===== config.mk =====
export PLATFORM = sky130hd
export DESIGN_NAME = mips_mc_controller
export DESIGN_NICKNAME = d
export VERILOG_FILES = /design/src/rtl/mips_mc_controller.sv
export SDC_FILE = /design/constraint.sdc
export NUM_CORES = 1
export LEC_CHECK = 0
export CAP_MARGIN = 40
export CORE_ASPECT_RATIO = 2
export CORE_MARGIN = 2
export CORE_UTILIZATION = 48
export CTS_BUF_LIST = sky130_fd_sc_hd__clkbuf_16
export DETAILED_ROUTE_END_ITERATION = 16
export PLACE_DENSITY = 0.79
export SYNTH_ARGS = -nofsm -noshare
export SYNTH_HDL_FRONTEND = slang
export SYNTH_SLANG_ARGS = --single-unit

===== constraint.sdc =====
create_clock -name clk -period 5.2 [get_ports clk]
set_clock_uncertainty 0.2 [all_clocks]
set_input_delay 1.3 -clock clk [delete_from_list [all_inputs] [get_ports clk]]
set_output_delay 1.3 -clock clk [all_outputs]
set_load 0.005 [all_outputs]

===== src/rtl/mips_mc_controller.sv =====
// Multi-cycle MIPS control FSM: sequences FETCH/DECODE/EXEC/MEM/WB, drives the
// datapath control selects, counts retired instructions and flags illegal opcodes.
module mips_mc_controller #(
    parameter int unsigned CNT_W = 32
) (
    input  logic             clk,
    input  logic             rst,
    input  logic [5:0]       opcode,
    input  logic [5:0]       funct,
    input  logic             zero,
    output logic             pc_wr,
    output logic             ir_wr,
    output logic             reg_wr,
    output logic             mem_wr,
    output logic [1:0]       reg_dst,
    output logic [1:0]       mem_to_reg,
    output logic             alu_src_a,
    output logic [1:0]       alu_src_b,
    output logic [1:0]       ext_op,
    output logic [1:0]       alu_ctr,
    output logic [1:0]       pc_sel,
    output logic             instr_done,
    output logic             illegal,
    output logic [CNT_W-1:0] instr_cnt,
    output logic [3:0]       state
);

    typedef enum logic [3:0] {
        S_FETCH   = 4'd0,
        S_DECODE  = 4'd1,
        S_R_EXEC  = 4'd2,
        S_R_WB    = 4'd3,
        S_I_EXEC  = 4'd4,
        S_I_WB    = 4'd5,
        S_MEM_ADR = 4'd6,
        S_MEM_RD  = 4'd7,
        S_MEM_WB  = 4'd8,
        S_MEM_WR  = 4'd9,
        S_BRANCH  = 4'd10,
        S_JUMP    = 4'd11,
        S_JR      = 4'd12
    } state_t;

    localparam logic [5:0] OP_RTYPE = 6'b000000;
    localparam logic [5:0] OP_LW    = 6'b100011;
    localparam logic [5:0] OP_SW    = 6'b101011;
    localparam logic [5:0] OP_ORI   = 6'b001101;
    localparam logic [5:0] OP_ADDI  = 6'b001000;
    localparam logic [5:0] OP_LUI   = 6'b001111;
    localparam logic [5:0] OP_BEQ   = 6'b000100;
    localparam logic [5:0] OP_J     = 6'b000010;
    localparam logic [5:0] OP_JAL   = 6'b000011;
    localparam logic [5:0] FN_ADDU  = 6'b100001;
    localparam logic [5:0] FN_SUBU  = 6'b100011;
    localparam logic [5:0] FN_JR    = 6'b001000;

    state_t            state_q, state_d;
    logic [CNT_W-1:0]  instr_cnt_q, instr_cnt_d;

    logic is_rtype, is_r_alu, is_jr, is_mem, is_imm, is_jump;

    always_comb begin
        is_rtype = (opcode == OP_RTYPE);
        is_r_alu = is_rtype && ((funct == FN_ADDU) || (funct == FN_SUBU));
        is_jr    = is_rtype && (funct == FN_JR);
        is_mem   = (opcode == OP_LW) || (opcode == OP_SW);
        is_imm   = (opcode == OP_ORI) || (opcode == OP_ADDI) || (opcode == OP_LUI);
        is_jump  = (opcode == OP_J) || (opcode == OP_JAL);
    end

    always_comb begin
        state_d     = S_FETCH;
        pc_wr       = 1'b0;
        ir_wr       = 1'b0;
        reg_wr      = 1'b0;
        mem_wr      = 1'b0;
        reg_dst     = 2'b00;
        mem_to_reg  = 2'b00;
        alu_src_a   = 1'b0;
        alu_src_b   = 2'b00;
        ext_op      = 2'b00;
        alu_ctr     = 2'b00;
        pc_sel      = 2'b00;
        instr_done  = 1'b0;
        illegal     = 1'b0;

        case (state_q)
            S_FETCH: begin
                ir_wr     = 1'b1;
                pc_wr     = 1'b1;
                alu_src_b = 2'b01;
                state_d   = S_DECODE;
            end
            S_DECODE: begin
                alu_src_b = 2'b11;
                ext_op    = 2'b01;
                if (is_r_alu)                 state_d = S_R_EXEC;
                else if (is_jr)               state_d = S_JR;
                else if (is_mem)              state_d = S_MEM_ADR;
                else if (is_imm)              state_d = S_I_EXEC;
                else if (opcode == OP_BEQ)    state_d = S_BRANCH;
                else if (is_jump)             state_d = S_JUMP;
                else begin
                    // Unsupported encodings retire here as a NOP.
                    illegal    = 1'b1;
                    instr_done = 1'b1;
                    state_d    = S_FETCH;
                end
            end
            S_R_EXEC: begin
                alu_src_a = 1'b1;
                alu_ctr   = (funct == FN_SUBU) ? 2'b01 : 2'b00;
                state_d   = S_R_WB;
            end
            S_R_WB: begin
                reg_wr     = 1'b1;
                reg_dst    = 2'b01;
                instr_done = 1'b1;
            end
            S_I_EXEC: begin
                alu_src_a = 1'b1;
                alu_src_b = 2'b10;
                case (opcode)
                    OP_ORI:  begin ext_op = 2'b00; alu_ctr = 2'b10; end
                    OP_LUI:  begin ext_op = 2'b10; alu_ctr = 2'b11; end
                    default: begin ext_op = 2'b01; alu_ctr = 2'b00; end
                endcase
                state_d = S_I_WB;
            end
            S_I_WB: begin
                reg_wr     = 1'b1;
                instr_done = 1'b1;
            end
            S_MEM_ADR: begin
                alu_src_a = 1'b1;
                alu_src_b = 2'b10;
                ext_op    = 2'b01;
                state_d   = (opcode == OP_LW) ? S_MEM_RD : S_MEM_WR;
            end
            S_MEM_RD: begin
                state_d = S_MEM_WB;
            end
            S_MEM_WB: begin
                reg_wr     = 1'b1;
                mem_to_reg = 2'b01;
                instr_done = 1'b1;
            end
            S_MEM_WR: begin
                mem_wr     = 1'b1;
                instr_done = 1'b1;
            end
            S_BRANCH: begin
                alu_src_a  = 1'b1;
                alu_ctr    = 2'b01;
                pc_sel     = 2'b01;
                pc_wr      = zero;
                instr_done = 1'b1;
            end
            S_JUMP: begin
                pc_wr      = 1'b1;
                pc_sel     = 2'b10;
                instr_done = 1'b1;
                if (opcode == OP_JAL) begin
                    reg_wr     = 1'b1;
                    reg_dst    = 2'b10;
                    mem_to_reg = 2'b10;
                end
            end
            S_JR: begin
                pc_wr      = 1'b1;
                pc_sel     = 2'b11;
                instr_done = 1'b1;
            end
            default: state_d = S_FETCH;
        endcase

        // Reset dominates every enable and select, including the retire pulse.
        if (rst) begin
            pc_wr      = 1'b0;
            ir_wr      = 1'b0;
            reg_wr     = 1'b0;
            mem_wr     = 1'b0;
            reg_dst    = 2'b00;
            mem_to_reg = 2'b00;
            alu_src_a  = 1'b0;
            alu_src_b  = 2'b00;
            ext_op     = 2'b00;
            alu_ctr    = 2'b00;
            pc_sel     = 2'b00;
            instr_done = 1'b0;
            illegal    = 1'b0;
        end

        instr_cnt_d = instr_done ? instr_cnt_q + CNT_W'(1) : instr_cnt_q;
    end

    always_ff @(posedge clk) begin
        if (rst) begin
            state_q     <= S_FETCH;
            instr_cnt_q <= '0;
        end else begin
            state_q     <= state_d;
            instr_cnt_q <= instr_cnt_d;
        end
    end

    assign instr_cnt = instr_cnt_q;
    assign state     = state_q;

endmodule


==> impl_metrics.json <==
{
  "drt-wirelength-per-cell_um": 16.6,
  "cts.sinks": 36,
  "grt_pass1_vias": 2444,
  "holdBufCountCts": 0,
  "cts-root-buf": "clkbuf_16",
  "cts_tree": "done",
  "core_region_area_um2": 4380,
  "row_count": 34,
  "worst_ir_drop_vdd_mv": 0.183,
  "dr_total_vias": 2575,
  "fin_crit_ns": 5.00,
  "die-area_um2": 5190,
  "pre_cts_slack_ns": 0.251,
  "worst_pin_slew_ns": 0.887,
  "synth-seq-cells": 36,
  "drc": 0,
  "syn_inst": 297,
  "grt_pass1_wl_um": 10800,
  "whs_ns": 0.294,
  "globalplace.congestion": 1.04,
  "worst_path_max_delay_cell": "clkdlybuf4s50_1",
  "cp-start-kind": "input pin",
  "synth_fp_nets": 313,
  "required_ns": 3.70,
  "grt_antenna_before_repair": 0,
  "yosys.cell_types.count": 46,
  "firstDrtPassIters": 4,
  "first_iter_violations": 79,
  "synth-seq-area-share_pct": 32.7,
  "overflow": 0,
  "most-common-layout-cells": "clkdlybuf4s50_1 (69), a21oi_1 (40), dfxtp_1 (36)",
  "cp_data_arrival_time_ns": 3.50,
  "drive_above_1_share_pct": 5.56,
  "cp_max_fo": 5,
  "synth_ff_type": "dfxtp_1",
  "portBuffers": 69,
  "die_h_um": 99.9,
  "outcome": "completed",
  "critical_path_class": "in -> out",
  "clkTransAtPathRegs_ns": 0.05,
  "tns_ns": 0,
  "post_cts_buffers": 0,
  "layout_commonest_cell": "clkdlybuf4s50_1",
  "ant_nets": 0,
  "timing.final.ws_setup_ns": 0.199,
  "ys_warn_count": 0,
  "max_slew_margin_pct": 40.3,
  "end_kind": "primary output",
  "hold_class": "reg -> reg",
  "slew_viol_final": 0,
  "totalWireLength_um": 6860,
  "initial_utilization_pct": 50.4,
  "async_reset_ff_share_pct": 0,
  "cts.repair.resized": 0,
  "io_pins": 70,
  "die_w_um": 52.0,
  "finalHoldViolations": 0,
  "period_share_pct": 96.2,
  "syn_area_per_cell_um2": 7.43,
  "leakage_nw": 0.939,
  "synth_edf_count": 0,
  "drv_cap": 0,
  "htreeDepth": 2,
  "cts_max_path_buffers": 2,
  "grt_usage_pct": 27.0,
  "cpPeakStageDelay_ns": 0.51,
  "num_antenna_cells": 0,
  "numCtsBuffers": 5,
  "rsz0062_at_grt": "no",
  "fin_nets": 375,
  "area_growth_pct": 39.5,
  "grt_max_degree": 56,
  "dp_hpwl_um": 5080,
  "fmax_mhz": 200,
  "finalSetupViolCount": 0,
  "netlist_area_um2": 2210,
  "avgViaCountPerCell": 6.22,
  "power_density_nw_per_um2": 231,
  "crit_top_cell": "clkdlybuf4s50_1",
  "cp_cell_sequence": "clkdlybuf4s50_1 > nor3_1 > nand3_1 > a21oi_1 > mux2_2 > a22oi_1 > nor2_1 > clkdlybuf4s50_1",
  "clkLatencyLatePin_ns": 0.28
}
power breakdown:
part           internal, mW  switching, mW
registers             0.279        0.00669
clock network         0.225          0.118
logic                0.0373         0.0447
total                 0.541          0.170
state kept, by name (all words and copies together) (netlist names):
name / cells
instr_cnt: 32
state: 4
final cells by class:
class	count	area [um2]
Multi-Input combinational cell	237	1380
Clock inverter	3	42.5
Inverter	6	22.5
Timing Repair Buffer	73	721
Fill cell	381	1300
Clock buffer	5	125
Sequential cell	36	721
Tap cell	54	67.6
worst max-delay path: cells and delay by family:
kind | cells | cell delay (ns)
compound gates | 2 | 0.25
buf+inv | 2 | 0.99
simple gates | 3 | 0.81
mux | 1 | 0.16
stage by stage:
step	util [%]	std cells	area [um2]	power (mW)
after floorplan	-	297	2210	0.335
after global placement	66.4	406	2910	0.371
after CTS	70.2	414	3080	0.709
final	70.2	414	3080	0.711
after global routing	70.2	414	3080	0.731
after detailed placement	66.4	406	2910	0.372
Yosys cell counts (2+ instances only):
cell / number / area share (%)
xnor2_1: 3 / 1.2
o31ai_1: 10 / 3.4
or3_1: 18 / 5.1
nor2b_1: 4 / 1.1
or4b_1: 2 / 0.91
buf_6: 2 / 1.0
clkbuf_1: 12 / 2.0
a21oi_1: 40 / 9.1
o211ai_1: 3 / 1.0
nand4_1: 12 / 3.4
a31oi_1: 2 / 0.57
dfxtp_1: 36 / 33
and2_1: 4 / 1.1
or2_2: 2 / 0.57
nand2b_1: 2 / 0.57
and4_1: 3 / 1.2
o21ai_0: 22 / 5.0
o21bai_1: 2 / 0.68
and3_1: 7 / 2.0
nand3_1: 13 / 2.9
nand2_1: 24 / 4.1
inv_1: 6 / 1.0
buf_2: 2 / 0.45
o21a_1: 3 / 1.0
nand3b_1: 3 / 1.0
nor3_1: 12 / 2.7
nor2_1: 21 / 3.6
nor3b_1: 2 / 0.68
buf_1: 2 / 0.34
or4_1: 7 / 2.4
layer usage:
layer,vias up,share of wire (%),global-route usage (%)
met5,-,0,0
met4,0,6.8,19.2
met3,40,4.3,4.02
met2,109,54,49.9
met1,1193,35,25.3
li1,1233,-,-
worst paths after layout:
path	start	endpoint	slack, ns	cells after the start
hold / removal	instr_cnt[14]	instr_cnt[14]	0.29	2
setup reg to reg	state[0]	instr_cnt[12]	2.32	6
setup / recovery	opcode[3]	reg_wr	0.20	8
hold reg to reg	instr_cnt[14]	instr_cnt[14]	0.29	2
kinds of logic after synthesis:
group	Yosys count	share of synthesized area, %
DFF	36	32.7
and+or+nand+nor	140	35.1
xor gates and xnor gates	3	1.19
buffers and inverters	24	4.88
AOI/OAI and AO/OA	91	24.6
muxes	2	0.964
adders and majority gates	1	0.567
Power figures use the tool's default switching activity.
